<file path="config.mk">
export PLATFORM = sky130hd
export DESIGN_NAME = io_mmio_bridge_flat
export DESIGN_NICKNAME = d
export VERILOG_FILES = /design/src/rtl/io_map_pkg.sv /design/src/rtl/io_mmio_bridge_if.sv /design/src/rtl/btn_edge_sync.sv /design/src/rtl/io_mmio_bridge.sv /design/src/flat_wrapper.sv
export SDC_FILE = /design/constraint.sdc
export NUM_CORES = 1
export LEC_CHECK = 0
export CAP_MARGIN = 0
export CELL_PAD_IN_SITES_DETAIL_PLACEMENT = 1
export CELL_PAD_IN_SITES_GLOBAL_PLACEMENT = 2
export CORE_AREA = 4 4 117 164
export DETAILED_ROUTE_END_ITERATION = 8
export DIE_AREA = 0 0 121 168
export GPL_TIMING_DRIVEN = 0
export PLACE_DENSITY_LB_ADDON = 0.08
export SYNTH_ARGS = -nofsm -noshare
export SYNTH_HDL_FRONTEND = slang
export SYNTH_HIERARCHICAL = 1
export SYNTH_SLANG_ARGS = --single-unit
</file>
<file path="constraint.sdc">
create_clock -name clk -period 2.49 [get_ports clk]
set_input_delay 0.498 -clock clk [delete_from_list [all_inputs] [get_ports clk]]
set_output_delay 0.498 -clock clk [all_outputs]
set_load 0.01 [all_outputs]
</file>
<file path="src/rtl/io_map_pkg.sv">
// Address map and register-select decode shared by the MMIO bridge and its users.
package io_map_pkg;

    localparam logic [31:0] IO_BASE   = 32'hFFFF_FC00;

    localparam logic [7:0]  OFF_SW    = 8'h60;
    localparam logic [7:0]  OFF_TEST  = 8'h70;
    localparam logic [7:0]  OFF_BTNA  = 8'h74;
    localparam logic [7:0]  OFF_BTNB  = 8'h78;
    localparam logic [7:0]  OFF_SEG   = 8'h80;
    localparam logic [7:0]  OFF_LED   = 8'h90;
    localparam logic [7:0]  OFF_BLINK = 8'hA0;

    typedef enum logic [2:0] {
        IO_NONE,
        IO_SW,
        IO_TEST,
        IO_BTNA,
        IO_BTNB,
        IO_SEG,
        IO_LED,
        IO_BLINK
    } io_reg_e;

    function automatic io_reg_e io_decode(input logic [7:0] off);
        io_reg_e sel;
        sel = IO_NONE;
        case (off)
            OFF_SW:    sel = IO_SW;
            OFF_TEST:  sel = IO_TEST;
            OFF_BTNA:  sel = IO_BTNA;
            OFF_BTNB:  sel = IO_BTNB;
            OFF_SEG:   sel = IO_SEG;
            OFF_LED:   sel = IO_LED;
            OFF_BLINK: sel = IO_BLINK;
            default:   sel = IO_NONE;
        endcase
        return sel;
    endfunction

endpackage

</file>
<file path="src/rtl/io_mmio_bridge_if.sv">
// CPU-side load/store bus between the datapath and the MMIO bridge.
interface io_mmio_bridge_if;

    logic        IORead;
    logic        IOWrite;
    logic [31:0] ALU_result;
    logic [31:0] Read_data_2;
    logic [31:0] MemReadData;
    logic [31:0] MemorIO_Result;

    modport master (
        output IORead,
        output IOWrite,
        output ALU_result,
        output Read_data_2,
        output MemReadData,
        input  MemorIO_Result
    );

    modport slave (
        input  IORead,
        input  IOWrite,
        input  ALU_result,
        input  Read_data_2,
        input  MemReadData,
        output MemorIO_Result
    );

endinterface

</file>
<file path="src/rtl/btn_edge_sync.sv">
// Two-flop synchronizer for a button level plus a one-cycle rising-edge pulse.
module btn_edge_sync (
    input  logic clk,
    input  logic reset,
    input  logic level,
    output logic rise
);

    logic sync1_q;
    logic sync2_q;
    logic prev_q;

    always_ff @(posedge clk) begin
        if (reset) begin
            sync1_q <= 1'b0;
            sync2_q <= 1'b0;
            prev_q  <= 1'b0;
        end else begin
            sync1_q <= level;
            sync2_q <= sync1_q;
            prev_q  <= sync2_q;
        end
    end

    assign rise = sync2_q & ~prev_q;

endmodule

</file>
<file path="src/rtl/io_mmio_bridge.sv">
// Memory-mapped I/O bridge: write-back mux, display registers and sticky button flags.
module io_mmio_bridge #(
    parameter logic [31:0] IO_BASE = 32'hFFFF_FC00,
    parameter int unsigned SEG_W   = 24,
    parameter int unsigned LED_W   = 24
) (
    input  logic                 clk,
    input  logic                 reset,
    io_mmio_bridge_if.slave      bus,
    input  logic [7:0]           IO_input,
    input  logic [2:0]           TEST_input,
    input  logic                 enterA,
    input  logic                 enterB,
    output logic [SEG_W-1:0]     IO_seg_out,
    output logic [LED_W-1:0]     IO_led_out,
    output logic                 IO_blink_out
);

    import io_map_pkg::*;

    logic [7:0]       off;
    io_reg_e          sel;
    logic [SEG_W-1:0] seg_q;
    logic [LED_W-1:0] led_q;
    logic             blink_q;
    logic             flag_a_q;
    logic             flag_b_q;
    logic             rise_a;
    logic             rise_b;
    logic             clr_a;
    logic             clr_b;
    logic [31:0]      io_rdata;
    logic             unused_bits;

    // control32 has already qualified the upper address bits; only the low byte selects a register
    assign off = bus.ALU_result[7:0] - IO_BASE[7:0];
    assign sel = io_decode(off);
    assign unused_bits = ^{bus.ALU_result[31:8], bus.Read_data_2};

    btn_edge_sync u_btn_a (
        .clk   (clk),
        .reset (reset),
        .level (enterA),
        .rise  (rise_a)
    );

    btn_edge_sync u_btn_b (
        .clk   (clk),
        .reset (reset),
        .level (enterB),
        .rise  (rise_b)
    );

    assign clr_a = bus.IOWrite && (sel == IO_BTNA);
    assign clr_b = bus.IOWrite && (sel == IO_BTNB);

    always_ff @(posedge clk) begin
        if (reset) begin
            seg_q    <= '0;
            led_q    <= '0;
            blink_q  <= 1'b0;
            flag_a_q <= 1'b0;
            flag_b_q <= 1'b0;
        end else begin
            if (bus.IOWrite) begin
                case (sel)
                    IO_SEG:   seg_q   <= bus.Read_data_2[SEG_W-1:0];
                    IO_LED:   led_q   <= bus.Read_data_2[LED_W-1:0];
                    IO_BLINK: blink_q <= bus.Read_data_2[0];
                    default:  ;
                endcase
            end
            // a fresh edge beats a clear landing in the same cycle
            flag_a_q <= rise_a | (flag_a_q & ~clr_a);
            flag_b_q <= rise_b | (flag_b_q & ~clr_b);
        end
    end

    always_comb begin
        io_rdata = '0;
        case (sel)
            IO_SW:    io_rdata = 32'(IO_input);
            IO_TEST:  io_rdata = 32'(TEST_input);
            IO_BTNA:  io_rdata = 32'(flag_a_q);
            IO_BTNB:  io_rdata = 32'(flag_b_q);
            IO_SEG:   io_rdata = 32'(seg_q);
            IO_LED:   io_rdata = 32'(led_q);
            IO_BLINK: io_rdata = 32'(blink_q);
            default:  io_rdata = '0;
        endcase
    end

    assign bus.MemorIO_Result = bus.IORead ? io_rdata : bus.MemReadData;

    assign IO_seg_out   = seg_q;
    assign IO_led_out   = led_q;
    assign IO_blink_out = blink_q;

endmodule

</file>
<file path="src/flat_wrapper.sv">
// flat-port wrapper written by rule: the top's interface ports become plain ports
module io_mmio_bridge_flat import io_map_pkg::*;
#(
    parameter logic [31:0] IO_BASE = 32'hFFFF_FC00,
    parameter int unsigned SEG_W   = 24,
    parameter int unsigned LED_W   = 24
)
  (clk, reset, IO_input, TEST_input, enterA, enterB, IO_seg_out, IO_led_out, IO_blink_out, bus_IORead, bus_IOWrite, bus_ALU_result, bus_Read_data_2, bus_MemReadData, bus_MemorIO_Result);
  io_mmio_bridge_if bus_i ();
  input  logic clk;
  input  logic reset;
  input  logic [7:0] IO_input;
  input  logic [2:0] TEST_input;
  input  logic enterA;
  input  logic enterB;
  output logic [SEG_W-1:0] IO_seg_out;
  output logic [LED_W-1:0] IO_led_out;
  output logic IO_blink_out;
  input wire logic [$bits(bus_i.IORead)-1:0] bus_IORead;
  input wire logic [$bits(bus_i.IOWrite)-1:0] bus_IOWrite;
  input wire logic [$bits(bus_i.ALU_result)-1:0] bus_ALU_result;
  input wire logic [$bits(bus_i.Read_data_2)-1:0] bus_Read_data_2;
  input wire logic [$bits(bus_i.MemReadData)-1:0] bus_MemReadData;
  output wire logic [$bits(bus_i.MemorIO_Result)-1:0] bus_MemorIO_Result;
  assign bus_i.IORead = bus_IORead;
  assign bus_i.IOWrite = bus_IOWrite;
  assign bus_i.ALU_result = bus_ALU_result;
  assign bus_i.Read_data_2 = bus_Read_data_2;
  assign bus_i.MemReadData = bus_MemReadData;
  assign bus_MemorIO_Result = bus_i.MemorIO_Result;
  io_mmio_bridge #(.IO_BASE(IO_BASE), .SEG_W(SEG_W), .LED_W(LED_W)) u_core (.clk(clk), .reset(reset), .bus(bus_i), .IO_input(IO_input), .TEST_input(TEST_input), .enterA(enterA), .enterB(enterB), .IO_seg_out(IO_seg_out), .IO_led_out(IO_led_out), .IO_blink_out(IO_blink_out));
endmodule
</file>
# Word level (Yosys, flattened, before mapping)
# Index checks and enable logic that the tools add are counted.
[word_totals] regBits=57 latch_bits=0 ram_bits=0 mem_bits_ro=0 memories=0
[op_classes] addsub=0 multipliers=0 div=0 n_lt_le_gt_ge=0 eq_ne=14 n_shift=0 n_mux=3 n_bitwise=10 reduce_logical=5
[ops] cell="24-bit one-hot mux with 7 select lines" count=1
[ops] cell="8-bit by 7-bit == test with 1-bit output, second input constant" count=4
[ops] cell="32-bit two-way mux" count=1
[ops] cell="8-bit == test, second input constant" count=3
[ops] cell="3-bit one-hot mux with 7 select lines" count=1
[ops] cell="3-bit == test, second input constant" count=4
[ops] cell="3-bit by 2-bit == test with 1-bit output, second input constant" count=2
[ops] cell="2-bit AND reduction" count=3
[ops] cell="1-bit bitwise AND" count=4
[ops] cell="1-bit inverter" count=4
[ops] cell="3-bit by 1-bit == test with 1-bit output, second input constant" count=1
[ops] cell="1-bit logical AND" count=2
[ops] cell="1-bit OR" count=2

# Logic depth before layout (Yosys ltp)
# Gate-level depths: netlist of the first run.
[logic_depth] depth_word=7 ltp_mapped=7

# Hierarchy
# Netlist of the first run, hierarchy kept.
[by_module_without_submodules] mod="io_mmio_bridge" n_inst=1 cells_per_inst=312 area_each_um2=2612.5 seq_area_each_um2=1021.0
[by_module_without_submodules] mod="btn_edge_sync" n_inst=2 cells_per_inst=7 area_each_um2=87.6 seq_area_each_um2=60.1

# Least setup slack after synthesis of the first run
# OpenSTA, ideal clock, no wires.
[synth_path] kind="input-to-output" start="input port bus_ALU_result[1]" end="output port bus_MemorIO_Result[14]" arrival_ps=2135 required_time_ps=1992 slack_ps=-143 path_stages=7 path_buffers=3 path_cell_list="or4_1 buf_4 nor3_4 and3_1 clkbuf_2 buf_4 a221o_1"
[synth_between] elab_chain_cells=5 elab_cells_between_ends=17 classes_between="eq/ne (14); mux (3)"
[synth_lines] item="start: declaration" line="flat_wrapper.sv:21" text="input wire logic [$bits(bus_i.ALU_result)-1:0] bus_ALU_result;"
[synth_lines] item="8-bit == test / 8-bit by 7-bit == test with 1-bit output (equally long branches)" line="io_map_pkg.sv:28" text="case (off)"
[synth_lines] item="3-bit one-hot mux with 7 select lines *" line="io_map_pkg.sv:28"
[synth_lines] item="3-bit == test (tied with other cells)" line="io_mmio_bridge.sv:81" text="case (sel)"
[synth_lines] item="24-bit one-hot mux with 7 select lines *" line="io_mmio_bridge.sv:81"
[synth_lines] item="32-bit two-way mux *" line="io_mmio_bridge.sv:93" text="assign bus.MemorIO_Result = bus.IORead ? io_rdata : bus.MemReadData;"
[synth_lines] item="end: declaration" line="flat_wrapper.sv:24" text="output wire logic [$bits(bus_i.MemorIO_Result)-1:0] bus_MemorIO_Result;"
# Every way passes the cells marked *; elsewhere a longest branch is shown, timed or not.

# Worst setup path after layout of the first run
[layout_path] start="input port bus_ALU_result[0]" end="output port bus_MemorIO_Result[0]"
# Same word-level chain as after synthesis.

==> report_table.html, run 1 <==
<table>
<tr><th>Metric</th><th>Value</th></tr>
<tr><th colspan="2">Outcome</th></tr>
<tr><td>Outcome</td><td>finished with violations</td></tr>
<tr><td>Violated checks</td><td>negative setup slack</td></tr>
<tr><th colspan="2">Worst setup path</th></tr>
<tr><td>Worst-path maximum fanout</td><td>8</td></tr>
<tr><td>Setup crit end kind</td><td>primary output</td></tr>
<tr><td>Startpoint of the most critical register-to-register path</td><td>u_core/u_btn_a/sync2_q</td></tr>
<tr><td>Worst path arrival time</td><td>2.13 ns</td></tr>
<tr><td>Launching instance or port of the critical path</td><td>bus_ALU_result[0]</td></tr>
<tr><td>Critical Path Source Type</td><td>input pin</td></tr>
<tr><td>Critical path required time</td><td>1.99 ns</td></tr>
<tr><td>WS Path Type</td><td>input pin to primary output</td></tr>
<tr><th colspan="2">Timing</th></tr>
<tr><td>Worst Tran Pin Value</td><td>0.6592 ns</td></tr>
<tr><td>Max-slew headroom</td><td>0.5572</td></tr>
<tr><td>Hold violation count in the final report</td><td>0</td></tr>
<tr><td>Post-route clock period utilization</td><td>1.057</td></tr>
<tr><td>RSZ-0062 raised after global routing</td><td>true</td></tr>
<tr><td>Final TNS setup</td><td>-1.827 ns</td></tr>
<tr><td>Slew Limit Fails</td><td>0</td></tr>
<tr><td>Maximum clock skew at final layout</td><td>approximately 0.0042 ns</td></tr>
<tr><td>Time the final worst path needs with I/O delays and setup</td><td>2.632 ns</td></tr>
<tr><td>Setup-failing EPs final</td><td>24</td></tr>
<tr><td>Max Freq</td><td>around 380 MHz</td></tr>
<tr><td>Worst Slack Setup Final</td><td>-0.1422 ns</td></tr>
<tr><th colspan="2">Logic synthesis</th></tr>
<tr><td>Count of flip-flops with a built-in enable after synthesis</td><td>0</td></tr>
<tr><td>Mapped cell area</td><td>2788 um2</td></tr>
<tr><td>Syn Area/Cell</td><td>8.551 um2</td></tr>
<tr><td>Count of distinct cell types in the synthesized netlist</td><td>36</td></tr>
<tr><td>Synth Warn #</td><td>6</td></tr>
<tr><td>Share of synthesized registers carrying an async set or reset</td><td>0</td></tr>
<tr><td>Gate count of the mapped netlist</td><td>about 330</td></tr>
<tr><td>Seq/Total Area, Yosys</td><td>0.4093</td></tr>
<tr><td>Total of flip-flops plus latches after synthesis</td><td>57</td></tr>
<tr><td>Predominant post-synthesis flop cell</td><td>dfxtp_1</td></tr>
<tr><td>Synthesized netlist net count</td><td>between 400 and 500</td></tr>
<tr><th colspan="2">Layout</th></tr>
<tr><td>Sequential cell area</td><td>1141 um2</td></tr>
<tr><td>Proportion of layout cells with a drive suffix above 1</td><td>0.2015</td></tr>
<tr><td>Fill cells</td><td>about 2100</td></tr>
<tr><td>Antenna diode count</td><td>0</td></tr>
<tr><td>Total area of multi-input combinational cells</td><td>between 1500 and 2000 um2</td></tr>
<tr><td>Synth-to-Final Area Change</td><td>89.32%</td></tr>
<tr><td>Final cell count without fillers</td><td>761</td></tr>
<tr><td>Number of nets in the layout</td><td>629</td></tr>
<tr><th colspan="2">Global route</th></tr>
<tr><td>All-Layer GR Usage</td><td>0.1285</td></tr>
<tr><td>Vias in the first global route</td><td>3355</td></tr>
<tr><td>Congestion Overflow GR</td><td>0</td></tr>
<tr><td>First-pass GRT wire length</td><td>19920 um</td></tr>
<tr><td>Initial antenna violation count</td><td>0</td></tr>
<tr><td>Pin count of the biggest net entering global routing</td><td>11</td></tr>
<tr><th colspan="2">Clocking</th></tr>
<tr><td>CTS clk-pin slew, worst paths</td><td>0.05 ns</td></tr>
<tr><td>Total CTS buffers</td><td>9</td></tr>
<tr><td>Clock root buffer master</td><td>clkbuf_16</td></tr>
<tr><td>Clock tree from TritonCTS</td><td>built</td></tr>
<tr><td>CTS H-tree depth</td><td>3</td></tr>
<tr><td>Post-cts hold buffer count</td><td>0</td></tr>
<tr><td>Number of sinks on the clock net</td><td>57</td></tr>
<tr><td>Number of buffers between clock root and the deepest sink</td><td>2</td></tr>
<tr><td>Clk_lat worst skew</td><td>0.32 ns</td></tr>
<tr><th colspan="2">Power</th></tr>
<tr><td>Total power divided by cell area</td><td>495.8 nW/um2</td></tr>
<tr><td>P_leak</td><td>1.891 nW</td></tr>
<tr><td>Max rail drop VDD</td><td>just over 0.0004 V</td></tr>
<tr><th colspan="2">Placed design</th></tr>
<tr><td>HPWL reported at the end of detailed placement</td><td>9914 um</td></tr>
<tr><td>Instance count after placement with tap cells included</td><td>726</td></tr>
<tr><td>Routability Congestion</td><td>~0.68</td></tr>
<tr><td># port buffers</td><td>between 150 and 200</td></tr>
<tr><th colspan="2">Floorplanning</th></tr>
<tr><td>Number of cell rows</td><td>58</td></tr>
<tr><td>X dimension of the die</td><td>121 um</td></tr>
<tr><td>Starting Density</td><td>0.1568</td></tr>
<tr><td>Die height</td><td>168 um</td></tr>
<tr><td>DIE AREA</td><td>20330 um2</td></tr>
<tr><td>Number of top-level pins</td><td>194</td></tr>
<tr><td>Area of the core</td><td>17780 um2</td></tr>
<tr><th colspan="2">Drt</th></tr>
<tr><td>Routed via count</td><td>between 3000 and 4000</td></tr>
<tr><td>Drt first-iter violations</td><td>roughly 120</td></tr>
<tr><td>Number of iterations in the first detailed-routing pass</td><td>4</td></tr>
<tr><td>Remaining antenna violation count</td><td>0</td></tr>
<tr><td>Detailed-route wire length per cell</td><td>17.21 um</td></tr>
<tr><td>Number of DRC violations after detailed routing</td><td>0</td></tr>
<tr><td>Routed Wire Length</td><td>13100 um</td></tr>
<tr><td>Via count normalized by instance count</td><td>a little over 4</td></tr>
<tr><th colspan="2">Run</th></tr>
<tr><td>Number of maximum-capacitance constraint violations</td><td>0</td></tr>
<tr><th colspan="2">Min path</th></tr>
<tr><td>Origin of the worst min-delay path</td><td>u_core/u_btn_b/sync1_q</td></tr>
<tr><td>Classification of the worst-slack hold path</td><td>flop to flop</td></tr>
</table>
[routing by layer]
metal  routed length [um]  share of wire  track usage
met1                 5214           0.40       0.1460
met2                 6981           0.53       0.2326
met3                  798          0.061      0.03595
met4                  101         0.0077      0.03550
met5                    0              0            0
[final timing paths]
kind                            endpoint  slack [ns]  cells past startpoint
setup / recovery   bus_MemorIO_Result[0]       -0.14                      7
hold / removal    u_core/u_btn_b/sync2_q        0.43                      1
setup reg to reg         u_core/flag_a_q        1.76                      3
hold reg to reg   u_core/u_btn_b/sync2_q        0.43                      1
[sequential cells by signal (all words and copies together), names as in the netlist]
name,count
u_core/u_btn_b/sync1_q,1
u_core/IO_blink_out,1
u_core/IO_led_out,24
u_core/flag_a_q,1
u_core/u_btn_a/sync2_q,1
u_core/IO_seg_out,24
u_core/u_btn_a/sync1_q,1
u_core/flag_b_q,1
u_core/u_btn_b/prev_q,1
u_core/u_btn_a/prev_q,1
u_core/u_btn_b/sync2_q,1
[cells by family (layout without fill, tap and decap cells)]
family | Yosys count | count (layout) | synth area share
AOI/OAI and AO/OA | 65 | 65 | 0.1598
buffers and inverters | 33 | 228 | 0.05476
DFF | 57 | 57 | 0.4093
muxes | 36 | 36 | 0.1324
and+or+nand+nor | 135 | 135 | 0.2437
[cell usage in the layout (no fill, tap or decap), drive strengths merged, types with 3 or more instances in the layout]
cell type      count
clkdlybuf4s50    128
buf               58
dfxtp             57
nand2             50
nor2b             33
mux2i             29
a21oi             28
nor2              28
clkbuf            25
a221o             16
inv                9
mux2               7
o22ai              7
a22oi              7
nor3               6
nand3b             3
o21ai              3
nor4               3
[synth_stat cells, types with 5 or more instances]
cell,instances,area (um2)
nor2b_1,31,193.9
dfxtp_1,57,1141
clkbuf_1,14,52.55
inv_1,9,33.78
nor3_1,5,25.02
a21oi_1,28,140.1
a221o_1,16,160.2
nand2_1,50,187.7
mux2_2,7,78.83
o22ai_1,7,43.79
a22oi_1,7,52.55
nor2_1,28,105.1
mux2i_1,29,290.3
[worst max-delay path, cell delays in order]
cell,delay [ns]
buf_6,0.09
or4_4,0.60
a2111oi_4,0.36
o21ai_4,0.15
buf_6,0.14
a22oi_2,0.13
buf_2,0.16
[where the power goes]
| group | internal (mW) | leakage, nW | switching, mW |
|---|---|---|---|
| logic | 0.197 | 1.28 | 0.134 |
| registers | 0.919 | 0.460 | 0.00261 |
| clock network | 0.930 | 0.155 | 0.433 |
| total | 2.05 | 1.89 | 0.570 |
[cell type report]
class / count / area share
inverters: 9 / 0.006401
clock buffers: 12 / 0.04860
repair buffers: 182 / 0.3243
flip-flops and latches: 57 / 0.2162
plain buffers: 21 / 0.02703
clock inverters: 4 / 0.01422
multi-input cells: 236 / 0.3063
well taps: 240 / 0.05690
[repair_timing]
action / in CTS / in global routing
setup buffers: 20 / 2
setup endpoints to repair: 72 / 29
gates cloned: 2 / 0
pin swaps: 11 / 11
resized for setup: 152 / 5
[stage by stage]
stage | total power [mW] | setup WS (ns) | instance area (um2) | hold WS [ns] | util
final | 2.617 | -0.1422 | 5278 | 0.4348 | 0.2968
after global routing | 2.733 | -0.2352 | 5278 | 0.4596 | 0.2968
after global placement | 1.273 | -1.623 | 4781 | 0.4198 | 0.2689
after CTS | 2.668 | -0.2455 | 5321 | 0.4435 | 0.2993
after floorplan | 1.050 | -0.03289 | 2879 | 0.4138 | -
after detailed placement | 1.274 | -1.623 | 4781 | 0.4355 | 0.2689
(Power assumes the default switching activity.)
==> run 2: changes to the inputs <==
--- a/config.mk
+++ b/config.mk
@@ -5,6 +5,7 @@
 export SDC_FILE = /design/constraint.sdc
 export NUM_CORES = 1
 export LEC_CHECK = 0
+export ABC_CLOCK_PERIOD_IN_PS = 2490
 export CAP_MARGIN = 0
 export CELL_PAD_IN_SITES_DETAIL_PLACEMENT = 1
 export CELL_PAD_IN_SITES_GLOBAL_PLACEMENT = 2
==> results of run 2 <==
No change in the layout: final DEF, timing and power equal those of run 1.
